$ cat config.mk
export PLATFORM = sky130hd
export DESIGN_NAME = seg_scan_ctrl_flat
export DESIGN_NICKNAME = d
export VERILOG_FILES = /design/src/rtl/seg_scan_if.sv /design/src/rtl/seg_scan_ctrl.sv /design/src/flat_wrapper.sv
export SDC_FILE = /design/constraint.sdc
export NUM_CORES = 1
export LEC_CHECK = 0
export BUFFER_PORTS_ARGS = -buffer_cell sky130_fd_sc_hd__buf_2
export CORE_MARGIN = 2
export CORE_UTILIZATION = 36
export DETAILED_ROUTE_END_ITERATION = 10
export PLACE_DENSITY = 0.65
export SETUP_SLACK_MARGIN = 0.02
export SLEW_MARGIN = 20
export SYNTH_ARGS = -nofsm -noshare
export SYNTH_HDL_FRONTEND = slang
export SYNTH_SLANG_ARGS = --single-unit
$ cat constraint.sdc
create_clock -name clk -period 4.7 [get_ports clk]
set_input_delay 0.705 -clock clk [delete_from_list [all_inputs] [get_ports clk]]
set_output_delay 0.705 -clock clk [all_outputs]
set_load 0.1 [all_outputs]
$ cat src/rtl/seg_scan_if.sv
`default_nettype none
// ============================================================================
// Module   : seg_scan_if
// Purpose  : Bundle between a display requester and the multiplexed
//            7-segment scan controller.
// Signals  : en         - scan enable (requester -> controller)
//            value      - 4*NDIG hex digits, nibble 0 is the rightmost digit
//            load       - level request to capture value
//            ack        - one-cycle pulse, value captured this cycle
//            blank_mask - bit k=1 keeps digit k dark
//            zi         - nibble to the shared hex-to-7-segment decoder
//            an         - digit anodes, active-low
//            frame_done - one-cycle pulse at the end of each full scan
// Revision : 1.0 - initial release
// ============================================================================
interface seg_scan_if #(
    parameter int NDIG = 4
);
    logic                en;
    logic [4*NDIG-1:0]   value;
    logic                load;
    logic                ack;
    logic [NDIG-1:0]     blank_mask;
    logic [3:0]          zi;
    logic [NDIG-1:0]     an;
    logic                frame_done;

    // Requester side
    modport master (
        output en, value, load, blank_mask,
        input  ack, zi, an, frame_done
    );

    // Scan controller side
    modport slave (
        input  en, value, load, blank_mask,
        output ack, zi, an, frame_done
    );
endinterface
`default_nettype wire

$ cat src/rtl/seg_scan_ctrl.sv
`default_nettype none
// ============================================================================
// Module   : seg_scan_ctrl
// Purpose  : Time-multiplexed scan controller for an NDIG-digit common-segment
//            7-segment display. Each digit is preceded by an all-dark gap of
//            BLANK_CYC cycles and then lit for ON_CYC cycles. The displayed
//            value lives in a shadow register that only updates at a frame
//            boundary or while idle, so a digit never tears mid-frame.
// Ports    : clk   - clock, all state on rising edge
//            rst_n - asynchronous active-low reset
//            bus   - seg_scan_if slave modport (en, value, load, ack,
//                    blank_mask, zi, an, frame_done)
// Revision : 1.0 - initial release
// ============================================================================
module seg_scan_ctrl #(
    parameter int NDIG      = 4,
    parameter int ON_CYC    = 50000,
    parameter int BLANK_CYC = 16
) (
    input  logic      clk,
    input  logic      rst_n,
    seg_scan_if.slave bus
);
    localparam int C_MAX_CYC = (ON_CYC > BLANK_CYC) ? ON_CYC : BLANK_CYC;
    localparam int C_CNT_W   = (C_MAX_CYC > 1) ? $clog2(C_MAX_CYC) : 1;
    localparam int C_IDX_W   = (NDIG > 1) ? $clog2(NDIG) : 1;

    localparam logic [C_CNT_W-1:0] C_BLANK_LAST = C_CNT_W'(BLANK_CYC - 1);
    localparam logic [C_CNT_W-1:0] C_ON_LAST    = C_CNT_W'(ON_CYC - 1);
    localparam logic [C_IDX_W-1:0] C_IDX_LAST   = C_IDX_W'(NDIG - 1);

    typedef enum logic [1:0] {
        S_OFF   = 2'd0,
        S_BLANK = 2'd1,
        S_SHOW  = 2'd2
    } state_t;

    state_t                  state_q,  state_d;
    logic [C_IDX_W-1:0]      idx_q,    idx_d;
    logic [C_CNT_W-1:0]      cnt_q,    cnt_d;
    logic [NDIG-1:0][3:0]    shadow_q, shadow_d;
    logic [NDIG-1:0]         an_q,     an_d;
    logic [3:0]              zi_q,     zi_d;

    logic                    w_frame_done;
    logic                    w_ack;

    // ------------------------------------------------------------------
    // Next-state, shadow-load and registered-output logic
    // ------------------------------------------------------------------
    always_comb begin
        state_d      = state_q;
        idx_d        = idx_q;
        cnt_d        = cnt_q + C_CNT_W'(1);
        shadow_d     = shadow_q;
        w_frame_done = 1'b0;
        w_ack        = 1'b0;

        case (state_q)
            S_OFF: begin
                idx_d = '0;
                cnt_d = '0;
                if (bus.en) begin
                    state_d = S_BLANK;
                end
            end
            S_BLANK: begin
                if (cnt_q == C_BLANK_LAST) begin
                    state_d = S_SHOW;
                    cnt_d   = '0;
                end
            end
            S_SHOW: begin
                if (cnt_q == C_ON_LAST) begin
                    state_d = S_BLANK;
                    cnt_d   = '0;
                    if (idx_q == C_IDX_LAST) begin
                        idx_d        = '0;
                        w_frame_done = 1'b1;
                    end else begin
                        idx_d = idx_q + C_IDX_W'(1);
                    end
                end
            end
            default: begin
                state_d = S_OFF;
                idx_d   = '0;
                cnt_d   = '0;
            end
        endcase

        // Disable wins over everything: the scan is dropped without a frame
        // boundary, so neither frame_done nor a boundary load can happen.
        if (!bus.en) begin
            state_d      = S_OFF;
            idx_d        = '0;
            cnt_d        = '0;
            w_frame_done = 1'b0;
        end

        // Capture only when idle or exactly on the frame boundary. ack is
        // qualified with rst_n because the state already reads OFF while
        // reset is held, and a load request then must not be acknowledged.
        w_ack = rst_n && bus.load && ((state_q == S_OFF) || w_frame_done);
        if (w_ack) begin
            shadow_d = bus.value;
        end

        // Outputs are registered from the next state so that an/zi line up
        // with the state they describe and never glitch.
        an_d = '1;
        if (state_d == S_SHOW) begin
            an_d[idx_d] = 1'b0;
        end
        zi_d = shadow_d[idx_d];
    end

    // ------------------------------------------------------------------
    // State registers
    // ------------------------------------------------------------------
    always_ff @(posedge clk or negedge rst_n) begin
        if (!rst_n) begin
            state_q  <= S_OFF;
            idx_q    <= '0;
            cnt_q    <= '0;
            shadow_q <= '0;
            an_q     <= '1;
            zi_q     <= '0;
        end else begin
            state_q  <= state_d;
            idx_q    <= idx_d;
            cnt_q    <= cnt_d;
            shadow_q <= shadow_d;
            an_q     <= an_d;
            zi_q     <= zi_d;
        end
    end

    // an_q has at most one low bit, so OR-ing the mask can only darken a
    // digit; the mask acts immediately and leaves scan timing untouched.
    assign bus.an         = an_q | bus.blank_mask;
    assign bus.zi         = zi_q;
    assign bus.ack        = w_ack;
    assign bus.frame_done = w_frame_done;

endmodule
`default_nettype wire

$ cat src/flat_wrapper.sv
// flat-port wrapper written by rule: the top's interface ports become plain ports
module seg_scan_ctrl_flat 
#(
    parameter int NDIG      = 4,
    parameter int ON_CYC    = 50000,
    parameter int BLANK_CYC = 16
)
  (clk, rst_n, bus_en, bus_value, bus_load, bus_blank_mask, bus_ack, bus_zi, bus_an, bus_frame_done);
  seg_scan_if #(.NDIG(NDIG)) bus_i ();
  input  logic clk;
  input  logic rst_n;
  input wire logic [$bits(bus_i.en)-1:0] bus_en;
  input wire logic [$bits(bus_i.value)-1:0] bus_value;
  input wire logic [$bits(bus_i.load)-1:0] bus_load;
  input wire logic [$bits(bus_i.blank_mask)-1:0] bus_blank_mask;
  output wire logic [$bits(bus_i.ack)-1:0] bus_ack;
  output wire logic [$bits(bus_i.zi)-1:0] bus_zi;
  output wire logic [$bits(bus_i.an)-1:0] bus_an;
  output wire logic [$bits(bus_i.frame_done)-1:0] bus_frame_done;
  assign bus_i.en = bus_en;
  assign bus_i.value = bus_value;
  assign bus_i.load = bus_load;
  assign bus_i.blank_mask = bus_blank_mask;
  assign bus_ack = bus_i.ack;
  assign bus_zi = bus_i.zi;
  assign bus_an = bus_i.an;
  assign bus_frame_done = bus_i.frame_done;
  seg_scan_ctrl #(.NDIG(NDIG), .ON_CYC(ON_CYC), .BLANK_CYC(BLANK_CYC)) u_core (.clk(clk), .rst_n(rst_n), .bus(bus_i));
endmodule
==> results of run 1 <==
-- logic make-up (layout without fill, tap and decap cells) --
family / after synthesis / in the layout / synth area share (%)
and+or+nand+nor: 89 / 89 / 20.95
adders and majority gates: 6 / 6 / 3.352
AOI/OAI and AO/OA: 39 / 39 / 13.07
DFF: 44 / 44 / 49.39
buffers and inverters: 12 / 46 / 3.128
muxes: 9 / 9 / 4.636
xor gates and xnor gates: 14 / 14 / 5.475
-- synthesized netlist by cell type, types with 2 or more instances --
cell | count | area, um^2
nand2_1 | 20 | 75.07
nand3_1 | 10 | 50.05
nor3_1 | 8 | 40.04
and4_4 | 3 | 33.78
xnor2_1 | 8 | 70.07
clkbuf_1 | 3 | 11.26
mux2_2 | 5 | 56.30
xor2_1 | 6 | 52.55
and2_1 | 3 | 18.77
dfstp_2 | 4 | 105.1
a21o_1 | 9 | 67.56
dfrtp_1 | 40 | 1001
buf_6 | 3 | 33.78
a311oi_1 | 8 | 70.07
or2_2 | 4 | 25.02
nor2b_1 | 2 | 12.51
a21oi_1 | 10 | 50.05
nor2_1 | 23 | 86.33
and3_1 | 9 | 56.30
inv_1 | 4 | 15.01
ha_1 | 6 | 75.07
mux2_1 | 2 | 22.52
o211ai_1 | 2 | 15.01
a221o_1 | 4 | 40.04
-- worst max-delay path by stage --
stage	start	to	slack (ns)	depth (start not counted)
6_report	u_core.cnt_q[5]	bus_ack	1.28	5
5_1_grt	u_core.cnt_q[5]	bus_ack	1.10	5
4_1_cts	u_core.cnt_q[5]	bus_ack	1.28	5
3_5_place_dp	u_core.cnt_q[5]	bus_ack	1.62	5
3_3_place_gp	u_core.cnt_q[5]	bus_ack	1.70	5
2_1_floorplan	u_core.cnt_q[5]	bus_frame_done	2.00	4
-- through the flow --
stage / std cells / hold slack (ns) / util, % / worst slack, ns
after global placement: 314 / 0.4363 / 41.16 / 1.704
after detailed placement: 314 / 0.4500 / 41.16 / 1.615
after floorplan: 213 / 0.4094 / - / 1.996
after global routing: 322 / 0.4753 / 43.03 / 1.097
final: 322 / 0.4613 / 43.03 / 1.282
after CTS: 322 / 0.4612 / 43.03 / 1.282
-- final cells by class --
class	instances	area share [%]
Sequential cell	44	43.16
Multi-Input combinational cell	157	41.50
Timing Repair Buffer	34	6.738
Tap cell	75	3.662
Clock buffer	5	2.686
Clock inverter	3	1.660
Inverter	4	0.5859
-- power by group through the flow --
stage	logic, mW	registers [mW]	clock network (mW)
finish	0.187	0.430	0.288
global route	0.202	0.435	0.314
global placement	0.186	0.436	0
CTS	0.188	0.430	0.297
floorplan	0.0876	0.495	0
detailed placement	0.188	0.437	0
-- per-layer routing --
layer  up-vias  global-route usage, %  share of wire (%)
met4         0                  6.110                2.3
met5         -                      0                  0
met3        11                  3.181                4.7
met1       762                  18.84                 48
li1        818                      -                  -
met2        49                  21.33                 45
-- flip-flops by register name, indices dropped and copies added (netlist names) --
| name | count |
|---|---|
| u_core.an_q | 4 |
| u_core.state_q | 2 |
| u_core.idx_q | 2 |
| u_core.cnt_q | 16 |
| u_core.shadow_q | 16 |
| u_core.bus.zi | 4 |
-- worst max-delay path, delay by kind of cell (launching register included) --
kind / cells / cell delay, ns
flops: 1 / 0.43
buf+inv: 1 / 0.47
simple gates: 3 / 1.18
compound gates: 1 / 0.33
==> results.md, run 1 <==
Layout:
- The area used by sequential logic in the layout is about 1100 um^2.
- Leaving out fill and tap cells, the most frequent cell in the layout is dfrtp_1.
- The design area is about 2600 um^2.
- In the layout the commonest cells are dfrtp_1, buf_2, nor2_1, nand2_1.
- The antenna diode instance count is 0.
- The area growth from synthesis to layout is 14.41%.
- The final net count is between 200 and 300.
- Summing all multi-input logic gate instances after layout gives approximately 1100 um^2.
- The number of filler instances in the final layout is 582.
- Cells with a size suffix above 1 make up roughly a quarter of the layout.

Floorplan:
- The total die area is about 7000 um^2.
- The y dimension of the die is ~83 um.
- The number of top-level design ports is 34.
- The floorplan step defined a core boundary enclosing between 5000 and 6000 um^2.
- The initial standard-cell utilization of the core is 37.61%.
- Measured along the x axis, the die boundary spans between 80 and 90 um.
- The row count is 28.

Synth:
- The post-synthesis sequential element count is 44.
- The cell area after synthesis is between 2000 and 2500 um^2.
- The post-synthesis net count is 243.
- The most used flip-flop cell after synthesis is dfrtp_1.
- For this run, asynchronously set or reset flops after synthesis account for 100.0%.
- After technology mapping, the gate count stands at roughly 210.
- In this run, synthesis inferred 0 flip-flops with an integrated enable.
- For this run, the number of Yosys warnings is 0.
- Sequential cells were found to cover approximately half of the synthesized design area.
- The number of different library cells used by synthesis comes to roughly 40.
- The mean post-synth cell area is between 10 and 15 um^2.

Global routing:
- The via count of the first global-routing pass is about 1,700.
- The first global-routing pass estimated 7762 um of wire.
- Entering global routing, the biggest net connects 46 pins.
- The number of antenna violations at the first check in global routing is 0.
- The total overflow left after global routing is 0.
- The global routing usage summed across all routing layers is around 14%.

Routing:
- The number of nets with antenna violations after routing is 0.
- Using the TritonRoute via totals, the vias-per-cell ratio works out to 5.093.
- Summing over every cut layer, the via total after detailed routing is ~1,600.
- The first-pass iteration count of the detailed router is 4.
- The routed length per placed instance is 13.84 um.
- The final layout contains routed wiring with a total length of between 4000 and 5000 um.
- For this block, the initial DRC count from the detailed router was 90.
- In the routed design, unresolved DRC markers number 0.

Clocking:
- The master cell of the clock root buffer is clkbuf_8.
- Post-CTS repair changed the size of 0 cells.
- The tree built by TritonCTS fans out to 44 sinks.
- The hold buffer count at CTS is 0.
- At the later pin of the worst-skew pair, clock insertion delay measures 0.30 ns.
- The TritonCTS clock tree is built.
- Counting the buffers created by CTS gives 5.
- After clock tree synthesis, the clock-pin slew on the worst setup and hold paths is approximately 0.080 ns.
- The maximum buffer depth of the clock tree is 2.
- The H-tree generated during clock tree synthesis spans 2 levels.
- The number of post-CTS setup repair buffers is 0.

Critical path:
- The signal arrival time at the worst endpoint is between 2 and 3 ns.
- The critical register-to-register path startpoint is u_core.cnt_q[5].
- The sort of element at the end of the critical path is a primary output.
- The setup path with the least slack is of type reg -> out.
- The startpoint type of the worst setup path is a flip-flop.
- The data required time at the worst endpoint is ~4 ns.
- In this design, the stage delay of the slowest critical-path cell is about 0.47 ns.
- The worst register-to-register path has a depth of 6.
- Of all nets on the critical path, the largest fanout is 17.
- In this run the register-to-register setup slack is 1.92 ns.
- The worst register-to-register path ends at u_core.bus.zi[1].
- The slowest stage of the critical path belongs to the cell buf_2.
- The critical path goes through nor3_1 > and4_4 > a31o_1 > and2_4 > buf_2.

Job:
- Across the run, the number of max-cap violations was 0.

STA:
- The number of slew-limit violations in the final report came to 0.
- The setup violation total in the final timing report is 0.
- The final-report hold violation count is 0.
- The final cycle utilization of the critical path is approximately 73%.
- Setup repair after global routing left no endpoint under its margin.
- For this run, the top clock speed supported by timing is roughly 0.3 GHz.
- The worst slew slack as a fraction of its limit is around three fifths.
- At the pin with the least slew margin, the transition time is between 0.5 and 0.6 ns.
- For the final database, setup skew stands at between 0.007 and 0.008 ns.
- Adding up every negative setup slack in the final design gives 0 ns.
- The smallest clock period supported by the final layout is computed as about 3.4 ns.

Power and ir drop:
- Combinational logic burns 20.7% of the power.
- Internal power comes to about 630 uW.
- The total power is slightly above 900 uW.
- The worst-case IR drop observed on VDD is about 0.17 mV.
- The leakage power is 1.171 nW.
- The switching power is 271.0 uW.
- The part of the power in registers is a little under half.
- In this run switching power makes up between 20% and 30% of total power.
- The clock network burns 31.8% of the power.
- The cell area power density is approximately 350 nW/um^2.

Place:
- Summing all placed instances gives a cell area of between 2000 and 2500 um^2.
- The HPWL after detailed placement is between 3000 and 4000 um.
- The number of port buffers is 33.
- The final estimated routing congestion in global placement is 0.8347.

Min path:
- In this run the most critical hold path is launched from u_core.cnt_q[0].
- The class of the worst hold path is reg -> reg.
- Counting instances, the worst hold path has a depth of 1.
- The worst hold path terminates at u_core.cnt_q[0].

Status:
- The run finished with clean final reports.
Power figures use the tool's default switching activity.
==> inputs of run 2 (changes only) <==
Settings changed: PLACE_DENSITY 0.65 to 0.67.
Clock period 4.7 ns to 2.83 ns, I/O delays scaled along.
==> run 2 against run 1 <==
Net effect:
- first-iteration DRC count is 16% higher
- non-clock buffer count is 5 higher
- sequential power is 66% higher
- critical path type unchanged
- die area stayed put
- count of clock-buffer cells in the layout is 1 higher
- hold slack worse by 0.22 ns
- final cell count is 1.6% higher
- core utilization is 0.97 points higher
- global-route usage is 0.68 points lower
- power is 66% higher
- clock power is 62% higher
==> results.md, run 2 (synthesis results as in run 1) <==
STA:
- The highest achievable clock rate is 0.3755 GHz.
- The actual slew at the worst max-slew pin is 0.5653 ns (was 0.5917 ns).
- The final cycle utilization of the critical path is a little over nine tenths.
- The worst slew slack as a fraction of its limit is 62.03% (was 60.25%).
- The minimum clock period after layout is 2.663 ns.
- The setup violation total in the final timing report was 0 (unchanged).
- The final-report hold violation count is 0 (unchanged).
- Unrepaired setup endpoints after global routing: no (unchanged).
- The clock tree skew after final layout is 0.007323 ns (was 0.007029 ns).
- The aggregate negative setup slack was 0 ns (unchanged).
- The number of slew-limit violations in the final report was 0 (unchanged).

Floorplan:
- The y dimension of the die is 82.88 um (unchanged).
- The row count is 28 (unchanged).
- The initial standard-cell utilization of the core is 37.61% (unchanged).
- The width of the die is 82.88 um (unchanged).
- The placeable core area is 5956 um^2 (unchanged).
- The total die area is 6868 um^2 (unchanged).
- The number of top-level design ports is 34 (unchanged).

Critical path:
- The slowest cell on the critical path is dfrtp_1 (was buf_2).
- The capture point of the worst reg-to-reg path is u_core.bus.zi[3] (was u_core.bus.zi[1]).
- The signal arrival time at the worst endpoint is 2.24 ns (was 2.71 ns).
- The register-to-register setup slack came to 0.28 ns (was 1.92 ns).
- The critical path start-end classification is reg -> out (unchanged).
- The path depth of the worst reg2reg path is 7 (was 6).
- The largest delay contributor family on the critical path is simple AND/OR/NAND/NOR gates (unchanged).
- The sort of element at the end of the critical path is a primary output (unchanged).
- The depth of the critical timing path with buffers and inverters included is 6 (was 5).
- The maximum fanout encountered on the critical timing path was 9 (was 17).
- The data required time at the worst endpoint is 2.41 ns (was 3.99 ns).
- The startpoint type of the worst setup path is a flip-flop (unchanged).
- The critical register-to-register path startpoint was u_core.state_q[0] (was u_core.cnt_q[5]).
- The number of buffer and inverter instances along the worst setup path was 2 (was 1).
- Ordered list of cells on the worst path: nor4_4 > and4_4 > a31o_4 > and2_4 > buf_4 > buf_12 (was nor3_1 > and4_4 > a31o_1 > and2_4 > buf_2).
- The worst setup path endpoint is bus_ack (unchanged).
- The worst setup path startpoint is u_core.cnt_q[11] (was u_core.cnt_q[5]).
- The largest incremental delay on the critical path was 0.45 ns (was 0.47 ns).

Routing:
- The count of vias placed by the detailed router came to 1,700 (was 1,640).
- The count of routing violations after the opening detailed-route iteration is 104 (was 90).
- The wire length on met3 is 209 um (unchanged).
- The uppermost metal layer occupied by signal nets is met4 (unchanged).
- The routed length per placed instance came to 13.78 um (was 13.84 um).
- The number of nets with antenna violations after routing is 0 (unchanged).
- The via density per instance is 5.199 (was 5.093).
- The routed length on met2 is 2068 um (was 1997 um).
- The number of remaining DRC errors is 0 (unchanged).
- The wire length reported by the detailed router came to 4505 um (was 4458 um).
- The first-pass iteration count of the detailed router is 4 (unchanged).
- The post-route met1 wirelength is 2135 um (was 2146 um).

Power and ir drop:
- The part of the power in combinational logic is 21.4% (was 20.7%).
- The internal power contribution came to 1.060 mW (was 634.0 uW).
- The part of the power in registers is 47.5% (about the same).
- The maximum vdd ir drop is 0.3741 mV (was 0.1663 mV).
- The cell area power density is 573.9 nW/um^2 (was 353.2 nW/um^2).
- The switching power is 443.2 uW (was 271.0 uW).
- The fraction of power spent switching nets is 29.47% (was 29.95%).
- The clock group share of total power is 31.1% (was 31.8%).
- The leakage power came to 1.204 nW (was 1.171 nW).

Layout:
- The combined area of the multi-input logic cells was 1072 um^2 (was 1064 um^2).
- The share of the core filled with cells is 43.99% (was 43.03%).
- The most common cell after layout, fill and taps aside is dfrtp_1 (unchanged).
- Largest registers: u_core.cnt_q (16), u_core.shadow_q (16) (unchanged).
- The ratio of cells with drive above 1 in the final layout is 26.98% (was 25.51%).
- The final net count is 281 (was 276).
- The layout-stage area growth over the synthesis result is 16.98% (was 14.41%).
- Commonest cells after routing, fill and taps aside: dfrtp_1, buf_2, nor2_1, nand2_1 (unchanged).
- The design area is 2620 um^2 (was 2562 um^2).
- The number of filler instances in the final layout is 574 (was 582).
- The antenna diode instance count is 0 (unchanged).
- The area used by sequential logic in the layout is 1106 um^2 (unchanged).

Clocking:
- The number of buffers created by CTS is 5 (unchanged).
- The TritonCTS clock tree is built (unchanged).
- The clock slew seen by the registers of the worst setup and hold paths is 0.08 ns (about the same).
- The total number of clock tree sinks is 44 (unchanged).
- The master cell of the clock root buffer is clkbuf_8 (unchanged).
- The level count of the clock H-tree came to 2 (unchanged).
- The clock latency on the worst-skew pair was 0.29 ns (was 0.30 ns).
- The maximum buffer depth of the clock tree came to 2 (unchanged).

Place:
- The final estimated routing congestion in global placement is 0.8962 (was 0.8347).
- The number of port buffers came to 33 (unchanged).
- The post-place instance area is 2481 um^2 (was 2451 um^2).
- The HPWL after detailed placement is 3231 um (was 3200 um).

Global routing:
- The largest net degree at the start of global routing is 45 (was 46).
- The aggregate global routing overflow came to 0 (unchanged).
- The via count of the first global-routing pass is 1,578 (was 1,652).
- The global-route wire length before repair is 7383 um (was 7762 um).
- The number of antenna violations at the first check in global routing is 0 (unchanged).
- The global routing usage summed across all routing layers is 13.23% (was 13.91%).

Job:
- The count of maximum capacitance violations came to 0 (unchanged).

Status:
- Run status: complete, no violations (unchanged).

Min path:
- The class of the worst hold path was in -> async (was reg -> reg).
==> run 2: changes by cell type in the layout (fill, tap and decap cells not counted), sizes merged <==
cell | before | now
buf | 34 | 39
clkinvlp | 1 | 0
clkbuf | 5 | 6
==> run 2: how the worst min path moves through the flow <==
stage                          startpoint  cells past startpoint                end
final                               rst_n                      2  u_core.state_q[1]
after CTS                           rst_n                      2  u_core.state_q[0]
after global placement    u_core.cnt_q[0]                      1    u_core.cnt_q[0]
after global routing                rst_n                      2  u_core.state_q[1]
after detailed placement  u_core.cnt_q[0]                      1    u_core.cnt_q[0]
after floorplan                     rst_n                      0   u_core.bus.zi[0]
==> run 2: metrics by stage <==
step                cells  power (mW)  setup WS (ns)  hold slack, ns
detailed placement    316       1.045         0.2357          0.4436
floorplan             213      0.9679         0.3095          0.1289
CTS                   324       1.514        0.02312          0.2892
global placement      316       1.039         0.2977          0.4389
finish                327       1.504         0.1672          0.2398
global route          327       1.569        0.06520          0.2983
==> run 2: worst register-to-register path: stages (launching register included) <==
cell      delay (ns)
dfrtp_1         0.43
inv_1           0.10
ha_1            0.34
or3b_2          0.47
mux2i_1         0.28
o21bai_1        0.22
nor2b_1         0.25
a221o_1         0.34
==> run 2: power by group through the flow <==
| stage | combinational [mW] | clock, mW | sequential, mW |
|---|---|---|---|
| 3_3_place_gp | 0.314 | 0 | 0.725 |
| 5_1_grt | 0.344 | 0.505 | 0.720 |
| 3_5_place_dp | 0.319 | 0 | 0.726 |
| 6_report | 0.322 | 0.467 | 0.714 |
| 2_1_floorplan | 0.145 | 0 | 0.822 |
| 4_1_cts | 0.320 | 0.480 | 0.714 |
==> run 2: area by class of cell <==
type | count | area share (%)
Tap cell | 75 | 3.582
Timing Repair Buffer | 39 | 8.596
Multi-Input combinational cell | 157 | 40.93
Clock inverter | 2 | 1.337
Clock buffer | 6 | 2.770
Sequential cell | 44 | 42.22
Inverter | 4 | 0.5731
==> run 2: routing by layer <==
layer  GRT usage, %  up-vias
li1               -      832
met1          17.66      818
met2          20.53       43
met3          3.976        7
met4          4.471        0
met5              0        -
==> run 2: repair_timing <==
item	CTS	global route
gates resized for setup	1	1
cloned	0	0
hold buffers	0	0
pin swaps	0	2
buffers inserted	0	3
hold endpoints to repair	0	0
endpoints found under the setup margin	1	1
